==> config.mk <==
export PLATFORM = sky130hd
export DESIGN_NAME = mem_access_ctrl
export DESIGN_NICKNAME = d
export VERILOG_FILES = /design/src/rtl/mem_access_ctrl_pkg.sv /design/src/rtl/wdog_counter.sv /design/src/rtl/mem_access_ctrl.sv
export SDC_FILE = /design/constraint.sdc
export NUM_CORES = 1
export LEC_CHECK = 0
export CORE_ASPECT_RATIO = 0.6
export CORE_UTILIZATION = 35
export DETAILED_ROUTE_END_ITERATION = 10
export SETUP_SLACK_MARGIN = 0.3
export SLEW_MARGIN = 20
export SYNTH_ARGS = -nofsm -noshare
export SYNTH_HDL_FRONTEND = slang
export SYNTH_HIERARCHICAL = 1
export SYNTH_SLANG_ARGS = --single-unit
==> constraint.sdc <==
create_clock -name clk -period 1.8 [get_ports clk]
set_clock_uncertainty 0.05 [all_clocks]
set_input_delay 0.45 -clock clk [delete_from_list [all_inputs] [get_ports clk]]
set_output_delay 0.45 -clock clk [all_outputs]
set_load 0.02 [all_outputs]
==> src/rtl/mem_access_ctrl_pkg.sv <==
// -----------------------------------------------------------------------------
// mem_access_ctrl_pkg
// Shared constants and types for the memory-stage access controller:
// FSM state encoding, datapath widths and a small alignment helper.
// -----------------------------------------------------------------------------
package mem_access_ctrl_pkg;

    localparam int unsigned ADDR_W = 16;
    localparam int unsigned DATA_W = 16;
    localparam int unsigned WDOG_W = 8;

    // Memory access FSM states.
    typedef enum logic [1:0] {
        IDLE = 2'd0,
        REQ  = 2'd1,
        WAIT = 2'd2,
        DONE = 2'd3
    } state_e;

    // Halfword accesses require an even byte address.
    function automatic logic addr_aligned(input logic addr_lsb);
        return (addr_lsb == 1'b0);
    endfunction

endpackage : mem_access_ctrl_pkg

==> src/rtl/wdog_counter.sv <==
// -----------------------------------------------------------------------------
// wdog_counter
// 8-bit watchdog counter used to bound the time spent waiting for memory.
// Ports:
//   clk   in  system clock
//   rst   in  asynchronous active-low reset
//   clr   in  synchronous clear (wins over en)
//   en    in  count enable
//   tc    out terminal count: counter value equals TIMEOUT-1
// -----------------------------------------------------------------------------
module wdog_counter
    import mem_access_ctrl_pkg::*;
#(
    parameter int unsigned TIMEOUT = 64
) (
    input  logic clk,
    input  logic rst,
    input  logic clr,
    input  logic en,
    output logic tc
);

    localparam logic [WDOG_W-1:0] TC_VAL = WDOG_W'(TIMEOUT - 1);

    logic [WDOG_W-1:0] count_q;
    logic [WDOG_W-1:0] count_d;

    // Next count: clear has priority, otherwise increment when enabled.
    always_comb begin
        count_d = count_q;
        if (clr) begin
            count_d = '0;
        end else if (en) begin
            count_d = count_q + 8'd1;
        end else begin
            count_d = count_q;
        end
    end

    // Counter register.
    always_ff @(posedge clk or negedge rst) begin
        if (!rst) begin
            count_q <= '0;
        end else begin
            count_q <= count_d;
        end
    end

    assign tc = (count_q == TC_VAL);

endmodule : wdog_counter

==> src/rtl/mem_access_ctrl.sv <==
// -----------------------------------------------------------------------------
// mem_access_ctrl
// Memory-stage access controller between the EX/MEM register and a
// multi-cycle stalling data memory. Latches the access, runs a request/done
// handshake, stalls the pipeline until the access retires, and flags
// misaligned accesses and memory timeouts.
// Ports:
//   clk, rst                 clock, asynchronous active-low reset
//   Addr, WrData             byte address / store data from execute
//   MemRead, MemWrite        access type held in EX/MEM
//   mem_addr, mem_wdata      address / write data to memory (0 outside REQ)
//   mem_rd, mem_wr           read / write request to memory
//   mem_rdata                read data from memory
//   mem_stall                memory did not accept the request this cycle
//   mem_done                 access complete, mem_rdata valid for reads
//   ReadData                 load result to MEM/WB (held until next read)
//   Stall                    freeze the earlier pipeline stages
//   err                      one-cycle pulse: misalignment or timeout
// -----------------------------------------------------------------------------
module mem_access_ctrl
    import mem_access_ctrl_pkg::*;
#(
    parameter int unsigned TIMEOUT = 64
) (
    input  logic              clk,
    input  logic              rst,
    input  logic [ADDR_W-1:0] Addr,
    input  logic [DATA_W-1:0] WrData,
    input  logic              MemRead,
    input  logic              MemWrite,
    output logic [ADDR_W-1:0] mem_addr,
    output logic [DATA_W-1:0] mem_wdata,
    output logic              mem_rd,
    output logic              mem_wr,
    input  logic [DATA_W-1:0] mem_rdata,
    input  logic              mem_stall,
    input  logic              mem_done,
    output logic [DATA_W-1:0] ReadData,
    output logic              Stall,
    output logic              err
);

    state_e            state_q, state_d;
    logic [ADDR_W-1:0] addr_q, addr_d;
    logic [DATA_W-1:0] wdata_q, wdata_d;
    logic [DATA_W-1:0] rdata_q, rdata_d;
    logic [ADDR_W-1:0] mem_addr_q, mem_addr_d;
    logic [DATA_W-1:0] mem_wdata_q, mem_wdata_d;
    logic              op_wr_q, op_wr_d;
    logic              to_q, to_d;
    logic              mem_rd_q, mem_rd_d;
    logic              mem_wr_q, mem_wr_d;

    logic op_req_s;
    logic valid_op_s;
    logic misalign_s;
    logic wd_en_s;
    logic wd_tc_s;

    assign op_req_s   = MemRead | MemWrite;
    assign valid_op_s = op_req_s & addr_aligned(Addr[0]);
    assign misalign_s = op_req_s & ~addr_aligned(Addr[0]);

    // The watchdog only runs while waiting for mem_done; it is held clear
    // everywhere else so each WAIT visit starts from zero.
    assign wd_en_s = (state_q == WAIT);

    wdog_counter #(
        .TIMEOUT (TIMEOUT)
    ) u_wdog (
        .clk (clk),
        .rst (rst),
        .clr (~wd_en_s),
        .en  (wd_en_s),
        .tc  (wd_tc_s)
    );

    // Next-state, access latches, load result and timeout flag.
    always_comb begin
        state_d = state_q;
        addr_d  = addr_q;
        wdata_d = wdata_q;
        op_wr_d = op_wr_q;
        rdata_d = rdata_q;
        to_d    = to_q;
        case (state_q)
            IDLE: begin
                to_d = 1'b0;
                if (valid_op_s) begin
                    addr_d  = Addr;
                    wdata_d = WrData;
                    // Read and write together is treated as a write.
                    op_wr_d = MemWrite;
                    state_d = REQ;
                end else begin
                    state_d = IDLE;
                end
            end
            REQ: begin
                if (mem_stall) begin
                    state_d = REQ;
                end else begin
                    state_d = WAIT;
                end
            end
            WAIT: begin
                if (mem_done) begin
                    if (!op_wr_q) begin
                        rdata_d = mem_rdata;
                    end else begin
                        rdata_d = rdata_q;
                    end
                    state_d = DONE;
                end else if (wd_tc_s) begin
                    rdata_d = 16'h0000;
                    to_d    = 1'b1;
                    state_d = DONE;
                end else begin
                    state_d = WAIT;
                end
            end
            DONE: begin
                state_d = IDLE;
            end
            default: begin
                state_d = IDLE;
            end
        endcase
    end

    // Memory bus outputs are computed from the next state so that the
    // registered request is asserted exactly while the FSM sits in REQ.
    always_comb begin
        mem_rd_d    = 1'b0;
        mem_wr_d    = 1'b0;
        mem_addr_d  = 16'h0000;
        mem_wdata_d = 16'h0000;
        if (state_d == REQ) begin
            mem_rd_d    = ~op_wr_d;
            mem_wr_d    = op_wr_d;
            mem_addr_d  = addr_d;
            mem_wdata_d = wdata_d;
        end else begin
            mem_rd_d    = 1'b0;
            mem_wr_d    = 1'b0;
            mem_addr_d  = 16'h0000;
            mem_wdata_d = 16'h0000;
        end
    end

    // State and datapath registers.
    always_ff @(posedge clk or negedge rst) begin
        if (!rst) begin
            state_q     <= IDLE;
            addr_q      <= 16'h0000;
            wdata_q     <= 16'h0000;
            op_wr_q     <= 1'b0;
            rdata_q     <= 16'h0000;
            to_q        <= 1'b0;
            mem_rd_q    <= 1'b0;
            mem_wr_q    <= 1'b0;
            mem_addr_q  <= 16'h0000;
            mem_wdata_q <= 16'h0000;
        end else begin
            state_q     <= state_d;
            addr_q      <= addr_d;
            wdata_q     <= wdata_d;
            op_wr_q     <= op_wr_d;
            rdata_q     <= rdata_d;
            to_q        <= to_d;
            mem_rd_q    <= mem_rd_d;
            mem_wr_q    <= mem_wr_d;
            mem_addr_q  <= mem_addr_d;
            mem_wdata_q <= mem_wdata_d;
        end
    end

    assign mem_rd    = mem_rd_q;
    assign mem_wr    = mem_wr_q;
    assign mem_addr  = mem_addr_q;
    assign mem_wdata = mem_wdata_q;
    assign ReadData  = rdata_q;

    // Stall and err react in the same cycle as the op in EX/MEM, so they are
    // combinational; gating with rst forces both low while reset is held.
    assign Stall = rst & (((state_q == IDLE) & valid_op_s) |
                          (state_q == REQ) | (state_q == WAIT));
    assign err   = rst & (((state_q == IDLE) & misalign_s) |
                          ((state_q == DONE) & to_q));

endmodule : mem_access_ctrl
==> flow_summary.yaml, run 1 <==
outcome:
  status: "finished with violations"
  violations: "setup timing"
worst_setup_path:
  critPathMaxFanout: 6
  cp-end-kind: "primary output"
  cp.arrival_ps: 1410
  required_ps: 1300
  critPathLaunchType: "flip-flop"
  crit_type: "flip-flop to primary output"
yosys:
  yosys.area.top_type: "dfrtp_1"
  synthArstFlopShare_pct: 100
  syn_inst: 275
  ys_warn_count: 6
  synthTopCellsByCount: "dfrtp_1, a22o_1, mux2_4"
  seq_area_frac_synth_pct: 61.3
  ys_ff_latch: 94
  synth.most_common_cell: "dfrtp_1"
  synth_area_leaders: "dfrtp_1, mux2_4, a22o_1, mux2i_1, nand2_1"
  synth_cell_type_count: 35
  synth_ff_type: "dfrtp_1"
  syn-mean-instance-area_um2: 14.0
  synth_area_mm2: 0.00384
  synth_edf_count: 0
  synth_fp_nets: 330
  yosysTopAreaCellShare_pct: 61.3
sta:
  rsz0062_at_grt: "true"
  tightestPinTransition_ps: 513
  max_freq_ghz: 0.522
  setup_violations: 33
  fin_crit_sh_pct: 106
  final_max_slew_viol_count: 0
  relSlewSlack_pct: 65.8
  fin_ws_ps: -115
  hold_violations: 0
  min_period_ps: 1910
final_layout:
  multi_input_area_mm2: 0.00138
  nets: 474
  n_antenna_cell: 0
  syn2layout_area_growth_pct: 48.8
  seqCellArea_mm2: 0.00235
  fin_cells: 563
  nFillCells: 951
  drive_gt1_share_pct: 38.4
  final_core_util_pct: 53.7
global_routing:
  grt.total_usage_pct: 17.6
  antenna_found_initial: 0
  grt_pass1_wl_um: 14800
  overflow: 0
  grt_max_degree: 40
  grt_pass1_vias: 2786
pwr:
  pwr-share-comb_pct: 39.7
  powerDensity_mw_per_mm2: 1470
  totalPowerFinal_uw: 8410
  p_sw_uw: 2730
  p_int_uw: 5680
  p_seq_share_pct: 38.9
  leakagePower_uw: 0.00269
  p_clk_share_pct: 21.4
  ir_drop_mv: 0.674
  switching_share_pct: 32.5
clock_network:
  tritoncts: "yes"
  cts_root_buf: "clkbuf_16"
  clockBufferDepth: 2
  numCtsBuffers: 9
  path_clk_slew_ps: 70
  clk_latency_ps: 340
  htreeDepth: 3
  cts_sinks: 94
route:
  vias: 2615
  drc_errors: 0
  drtAntennaViolNets: 0
  drtPass1Iterations: 4
  wire_per_inst_um: 16.4
  initialDrtViolationCount: 108
  viasPerCell: 4.64
  routed_wl_um: 9260
placed_design:
  io_buffers: 105
  place_hpwl_um: 5770
  dp.cells: 526
  gp_congestion: 0.725
floorplan:
  die_width_um: 137
  start_util_pct: 36.1
  dieHeight_um: 83.1
  core_mm2: 0.0106
  die-area_mm2: 0.0114
  row_count: 29
  ioPinCount: 106
min_path:
  hold_path_class: "primary input to async pin"
job:
  maxCapViolCount: 0
==> logic make-up (layout without fill, tap and decap cells) <==
kind of cell    after synthesis  in the layout  share of synthesized area (%)
flops                        94             94                           61.3
mux                          49             49                           16.5
simple gates                 48             48                           6.13
compound gates               45             45                           9.91
buf+inv                      34            183                           4.96
xor+xnor                      4              4                          0.913
fa+ha+maj                     1              1                          0.326
==> power groups by stage <==
stage | logic [uW] | clock network (uW) | registers, uW
after global placement | 3080 | 0 | 3270
after detailed placement | 3110 | 0 | 3300
after global routing | 3580 | 1950 | 3360
final | 3340 | 1800 | 3270
after floorplan | 1420 | 0 | 3680
after CTS | 3430 | 1850 | 3270
==> registers in the layout, summed over array words and instances, names as in the netlist <==
name / flops
ReadData: 16
addr_q: 16
mem_addr: 16
mem_rd: 1
mem_wdata: 16
mem_wr: 1
op_wr_q: 1
state_q: 2
to_q: 1
u_wdog/count_q: 8
wdata_q: 16
==> routing by layer <==
layer | up-vias | global-route usage [%] | routed length (um)
li1 | 1254 | - | -
met1 | 1272 | 26.5 | 4860
met2 | 79 | 24.3 | 3710
met3 | 10 | 5.31 | 602
met4 | 0 | 4.50 | 81
met5 | - | 0 | 0
==> layout make-up <==
| cell class | instances | share of cell area (%) |
|---|---|---|
| well taps | 139 | 3.05 |
| repair buffers | 149 | 25.4 |
| clock inverters | 6 | 0.833 |
| multi-input cells | 147 | 24.1 |
| inverters | 18 | 1.18 |
| flip-flops and latches | 94 | 41.2 |
| clock buffers | 10 | 4.19 |
==> worst paths after layout <==
| path | start | end | slack (ps) | cells past startpoint |
|---|---|---|---|---|
| min | rst | ReadData[13] | 130 | 2 |
| min reg2reg | addr_q[5] | mem_addr[5] | 430 | 1 |
| max | state_q[1] | Stall | -110 | 3 |
| max reg2reg | state_q[0] | addr_q[4] | -50 | 5 |
| max in group asynchronous | rst | state_q[0] | 700 | 3 |
| min in group clk | addr_q[5] | mem_addr[5] | 430 | 1 |
==> layout by cell type (no fill, tap or decap), types with 3 or more instances in the layout <==
cell type,instances
a22o_1,32
buf_12,9
buf_16,4
buf_2,25
buf_4,24
buf_6,8
clkbuf_16,10
clkbuf_2,12
clkdlybuf4s15_2,13
clkdlybuf4s50_1,49
clkinvlp_4,4
dfrtp_1,92
dlygate4sd2_1,3
inv_1,18
mux2_2,4
mux2_4,28
mux2i_1,17
nand2_1,19
nor2_1,7
o21ai_0,3
xor2_1,3
==> through the flow <==
step / setup TNS, ps / cell area (um2) / hold WS (ps) / setup slack [ps]
5_1_grt: -3230 / 5710 / 150 / -168
3_3_place_gp: -16820 / 5180 / 418 / -684
6_report: -1380 / 5710 / 127 / -115
4_1_cts: -796 / 5790 / 128 / -126
2_1_floorplan: -367 / 3860 / 104 / -36.7
3_5_place_dp: -19910 / 5180 / 423 / -701
==> critical path: stages (launching register included) <==
cell and delay, ps:
dfrtp_2 470, nor4_4 300, o31a_1 180, buf_6 120
==> repair_timing <==
item,4_1_cts,5_1_grt
hold buffers,0,0
endpoints found under the setup margin,139,122
pin swaps,7,2
setup buffers,10,6
gates cloned,4,1
resized for setup,176,45
Power figures use the tool's default switching activity.
==> run 2: changes to the inputs <==
SYNTH_HIERARCHICAL = not set   (was 1)
==> run 2 against run 1 <==
Compared with the run above:
- the flow still finishes with violations (setup timing)
- worst hold slack better by 31 ps
- power increased by 6.5%
- setup slack worse by 34 ps
- utilization grew 5.7 points
- global-route usage rose by 1.0 points
- final area rose by 4.6%
- non-clock buffer count grew 6
- cell count did not move
- clock power shrank 4%
- routed wire length up 6.0%
- maximum frequency shrank 1.7%
- via count rose by 8.5%
- largest power group unchanged
- highest routed layer unchanged
==> flow_summary.yaml, run 2 <==
sta:
  hold_ws_ps: 158
  max_freq_ghz: 0.513
  hold_violations: 0
  fin_crit_sh_pct: 108
  min_period_ps: 1950
  final_max_slew_viol_count: 0
  rsz0062_at_grt: "true"
  tightestPinTransition_ps: 576
  relSlewSlack_pct: 61.6
  fin_ws_ps: -148
  setup_violations: 29
clock_network:
  clockBufferDepth: 2
  numCtsBuffers: 9
  tritoncts: "yes"
  hold_buffers: 0
  htreeDepth: 3
  clk_latency_ps: 340
  path_clk_slew_ps: 70
  cts_root_buf: "clkbuf_16"
  cts_sinks: 94
route:
  routed_wl_um: 9810
  viasPerCell: 5.04
  drc_errors: 0
  vias: 2836
  maxUsedRoutingLayer: "met4"
  wl_met3_um: 695
  drtAntennaViolNets: 0
  wl_met1_um: 4850
  initialDrtViolationCount: 74
  wl_met2_um: 4120
  drtPass1Iterations: 4
  wire_per_inst_um: 17.4
yosys:
  yosysTopAreaCellShare_pct: 63.5
  synthTopCellsByCount: "dfrtp_1, a22o_1, mux2_1"
  synth_ff_type: "dfrtp_1"
  ys_ff_latch: 94
  synth.most_common_cell: "dfrtp_1"
  synth_cell_type_count: 36
  syn-mean-instance-area_um2: 13.4
  synth_fp_nets: 331
  seq_area_frac_synth_pct: 63.5
  synth_area_leaders: "dfrtp_1, mux2_1, a22o_1, a22oi_1, o21ai_1"
  synth_area_mm2: 0.00370
  ys_warn_count: 0
  syn_inst: 276
  yosys.area.top_type: "dfrtp_1"
  synth_edf_count: 0
  synthArstFlopShare_pct: 100
worst_setup_path:
  cp_num_buf_inv: 2
  reg2regPathDepth: 8
  cp-end-kind: "primary output"
  required_ps: 1300
  cp_slowest_cell: "dfrtp_2"
  critPathLaunchType: "flip-flop"
  worstSetupEndpoint: "Stall"
  slowest_delay_ps: 430
  cp_num_cells: 5
  reg2reg_setup_slack_ps: -30
  path_common_cell: "buf_6"
  crit_type: "flip-flop to primary output"
  r2r-start: "state_q[1]"
  path_cells: "buf_6 > nor3_4 > o21ai_2 > a31oi_4 > buf_6"
  path_delay_family: "flip-flops"
  startpoint: "state_q[1]"
  critPathMaxFanout: 3
  cp.arrival_ps: 1450
  regToRegEndpoint: "addr_q[8]"
global_routing:
  overflow: 0
  grt_max_degree: 51
  grt.total_usage_pct: 18.6
  grt_pass1_vias: 2860
  antenna_found_initial: 0
  grt_pass1_wl_um: 15200
floorplan:
  core_mm2: 0.0101
  die_width_um: 135
  dieHeight_um: 81.7
  row_count: 28
  ioPinCount: 106
  start_util_pct: 36.8
  die-area_mm2: 0.0110
final_layout:
  syn2layout_area_growth_pct: 61.3
  nets: 478
  multi_input_area_mm2: 0.00153
  mostFrequentLayoutCells: "dfrtp_1, clkdlybuf4s50_1, a22o_1"
  seqCellArea_mm2: 0.00235
  nFillCells: 797
  n_antenna_cell: 0
  mostFrequentLayoutCell: "dfrtp_1"
  drive_gt1_share_pct: 42.5
pwr:
  leakagePower_uw: 0.00270
  p_int_uw: 6040
  p_seq_share_pct: 36.7
  pwr-share-comb_pct: 44.1
  powerDensity_mw_per_mm2: 1500
  p_clk_share_pct: 19.2
  totalPowerFinal_uw: 8960
  ir_drop_mv: 0.693
  p_sw_uw: 2920
  switching_share_pct: 32.6
placed_design:
  io_buffers: 105
  gp_congestion: 0.764
  place_hpwl_um: 5780
job:
  maxCapViolCount: 0
outcome:
  violations: "setup timing"
  status: "finished with violations"
min_path:
  hold_path_class: "primary input to async pin"
## run 2: cell count changes after synthesis, moves of 4 or more
cell | before | now
o21ai_1 | 0 | 18
mux2_1 | 0 | 31
mux2i_1 | 17 | 0
mux2_4 | 27 | 0
mux2_2 | 5 | 0
a22oi_1 | 0 | 16
inv_1 | 18 | 3
nor2_1 | 10 | 6
## run 2: repair_timing
item | 4_1_cts | 5_1_grt
setup buffers | 11 | 4
pin swaps | 11 | 28
cloned | 7 | 3
gates resized for setup | 200 | 49
setup endpoints to repair | 134 | 147
## run 2: routing by layer
metal,vias to the layer above,track usage [%]
met5,-,0
met2,98,26.6
met4,0,6.52
met1,1410,26.2
met3,15,6.23
li1,1313,-
## run 2: worst min-delay path by stage
stage | endpoint | slack (ps) | startpoint
finish | wdata_q[0] | 160 | rst
global route | wdata_q[4] | 200 | rst
CTS | addr_q[6] | 180 | rst
detailed placement | addr_q[0] | 420 | addr_q[0]
global placement | addr_q[0] | 410 | addr_q[0]
floorplan | ReadData[0] | 100 | rst
## run 2: area by class of cell
| type | instances | area share, % |
|---|---|---|
| flip-flops and latches | 94 | 39.4 |
| clock buffers | 10 | 3.83 |
| clock inverters | 6 | 0.629 |
| repair buffers | 155 | 27.5 |
| well taps | 135 | 2.83 |
| multi-input cells | 160 | 25.6 |
| inverters | 3 | 0.189 |
## run 2: worst reg2reg max path, delay by kind of cell, from the launching register on
kind            cells  cell delay, ps
compound gates      1             200
flops               1             430
mux                 1             300
simple gates        1             120
buf+inv             5             610
## run 2: cells by family (layout without fill, tap and decap cells)
group | after synthesis | after routing | share of synthesized area [%]
AOI/OAI and AO/OA | 80 | 80 | 15.7
DFF | 94 | 94 | 63.5
buffers and inverters | 22 | 174 | 3.31
muxes | 31 | 31 | 9.43
adders and majority gates | 1 | 1 | 0.338
xor gates and xnor gates | 3 | 3 | 0.710
and+or+nand+nor | 45 | 45 | 6.96
## run 2: power groups by stage
stage / registers, uW / clock network [uW] / logic [uW]
2_1_floorplan: 3650 / 0 / 1610
3_3_place_gp: 3280 / 0 / 3280
3_5_place_dp: 3290 / 0 / 3330
4_1_cts: 3260 / 1780 / 3800
5_1_grt: 3380 / 1860 / 4220
6_report: 3290 / 1720 / 3950
## run 2: per-stage QoR
| step | TNS, ps | instance area (um2) | cells | setup slack (ps) | utilization, % |
|---|---|---|---|---|---|
| after floorplan | 0 | 3890 | 276 | 220 | - |
| after global placement | -18400 | 5230 | 522 | -730 | 52.1 |
| after detailed placement | -20020 | 5230 | 522 | -750 | 52.1 |
| after CTS | -589 | 5820 | 556 | -151 | 57.9 |
| after global routing | -2520 | 5970 | 563 | -205 | 59.4 |
| final | -595 | 5970 | 563 | -148 | 59.4 |
==> run 3: changes to the inputs <==
CORE_MARGIN = 1   (was not set)
CORE_UTILIZATION = 43   (was 35)
PLACE_DENSITY = 0.76   (was not set)
==> run 3 against run 2 <==
Compared with the run above:
- the run still ends with setup timing left
- non-clock buffer count fell by 1
- critical path depth down 1
- clock power up 5%
- power rose by 0.60%
- via count grew 0.35%
- sequential share of layout area grew 1.3 points
- largest power group unchanged
- global-route usage grew 4.7 points
- routed wire length decreased by 1.0%
==> flow_summary.yaml, run 3 (synthesis results as in run 2) <==
outcome:
  status: "finished with violations"
  violations: "setup timing"
placed_design:
  io_buffers: 105
  gp_congestion: 0.779
  place_hpwl_um: 5880
floorplan:
  start_util_pct: 45.7
  die-area_mm2: 0.00900
  dieHeight_um: 73.9
  die_width_um: 122
  row_count: 25
  ioPinCount: 106
  core_mm2: 0.00810
sta:
  rsz0062_at_grt: "true"
  hold_violations: 0
  relSlewSlack_pct: 65.2
  fin_ws_ps: -197
  min_period_ps: 2000
  tightestPinTransition_ps: 523
  final_max_slew_viol_count: 0
  max_freq_ghz: 0.501
  hold_ws_ps: 128
  setup_violations: 2
  finalSetupTns_ps: -318
  fin_crit_sh_pct: 111
route:
  vias: 2846
  initialDrtViolationCount: 164
  drtAntennaViolNets: 0
  routed_wl_um: 9710
  drtPass1Iterations: 7
  viasPerCell: 5.32
  drc_errors: 0
  wire_per_inst_um: 18.2
clock_network:
  cts_root_buf: "clkbuf_16"
  clk_latency_ps: 340
  clockBufferDepth: 2
  htreeDepth: 3
  path_clk_slew_ps: 60
  tritoncts: "yes"
  cts_sinks: 94
  numCtsBuffers: 9
  hold_buffers: 0
pwr:
  powerDensity_mw_per_mm2: 1560
  leakagePower_uw: 0.00267
  p_int_uw: 6030
  p_seq_share_pct: 37.0
  switching_share_pct: 33.1
  totalPowerFinal_uw: 9020
  pwr-share-comb_pct: 43.1
  p_sw_uw: 2980
  ir_drop_mv: 0.728
  p_clk_share_pct: 19.9
global_routing:
  grt_busiest_layer: "met2"
  grt_max_degree: 54
  grt_pass1_vias: 2877
  grt_util_met2_pct: 34.1
  antenna_found_initial: 0
  gr-usage-met1_pct: 32.7
  grtUsageMet3_pct: 9.39
  grt_pass1_wl_um: 15200
  grt.total_usage_pct: 23.2
  overflow: 0
worst_setup_path:
  critPathMaxFanout: 3
  reg2regPathDepth: 5
  slowest_delay_ps: 450
  cp_num_buf_inv: 1
  crit_type: "flip-flop to primary output"
  r2r-start: "state_q[0]"
  regToRegEndpoint: "addr_q[1]"
  cp_slowest_cell: "dfrtp_2"
  path_cells: "nor3_4 > o21ai_2 > a31oi_4 > buf_6"
  path_delay_family: "flip-flops"
  cp-end-kind: "primary output"
  required_ps: 1300
  cp.arrival_ps: 1500
  reg2reg_setup_slack_ps: 20
  critPathLaunchType: "flip-flop"
final_layout:
  mostFrequentLayoutCells: "dfrtp_1, clkdlybuf4s50_1, buf_2"
  syn2layout_area_growth_pct: 55.9
  drive_gt1_share_pct: 42.9
  mostFrequentLayoutCell: "dfrtp_1"
  n_antenna_cell: 0
  nets: 477
job:
  maxCapViolCount: 0
min_path:
  hold_path_class: "primary input to async pin"
-- run 3: cell types whose count changed in the layout (fill, tap and decap cells not counted), sizes merged --
cell,change
clkinvlp,+2
buf,+14
clkdlybuf4s50,+1
clkbuf,-1
clkdlybuf4s15,-14
dlymetal6s2s,-1
clkinv,-2
-- run 3: routing by layer --
layer | vias up | share of wire (%)
met5 | - | 0
met4 | 0 | 0.56
met3 | 6 | 8.2
met2 | 105 | 45
met1 | 1432 | 46
li1 | 1303 | -
-- run 3: how the worst max path moves through the flow --
stage / depth (start not counted) / end / startpoint / slack (ps)
floorplan: 4 / Stall / state_q[0] / 220
global placement: 5 / Stall / Addr[0] / -770
detailed placement: 5 / Stall / Addr[0] / -790
CTS: 4 / Stall / state_q[0] / -170
global route: 4 / Stall / state_q[0] / -260
finish: 4 / Stall / state_q[0] / -200
-- run 3: stage by stage --
| stage | setup WS, ps | cell area, um2 | util (%) | instances |
|---|---|---|---|---|
| detailed placement | -787 | 5200 | 64.2 | 497 |
| floorplan | 220 | 3890 | - | 276 |
| CTS | -165 | 5760 | 71.2 | 529 |
| finish | -197 | 5780 | 71.3 | 535 |
| global placement | -768 | 5200 | 64.2 | 497 |
| global route | -257 | 5780 | 71.3 | 535 |
-- run 3: power groups by stage --
stage               Combinational (uW)  Sequential (uW)  Clock, uW
floorplan                         1610             3650          0
global placement                  3230             3300          0
detailed placement                3330             3320          0
CTS                               3720             3310       1830
global route                      4140             3420       1950
finish                            3890             3340       1800
-- run 3: area by class of cell --
type / count / area (um2)
tap: 108 / 135
fill: 541 / 2330
clock buffer: 10 / 239
sequential: 94 / 2350
clock inverter: 6 / 46.3
inverter: 3 / 11.3
timing repair buffer: 154 / 1460
multi-input combinational: 160 / 1530
-- run 3: what timing repair did --
item                                    in CTS  in global routing
buffers inserted                            11                  6
pin swaps                                   23                 11
resized for setup                          211                 58
endpoints found under the setup margin     137                119
cloned                                       5                  0
endpoints found under the hold margin        0                  0
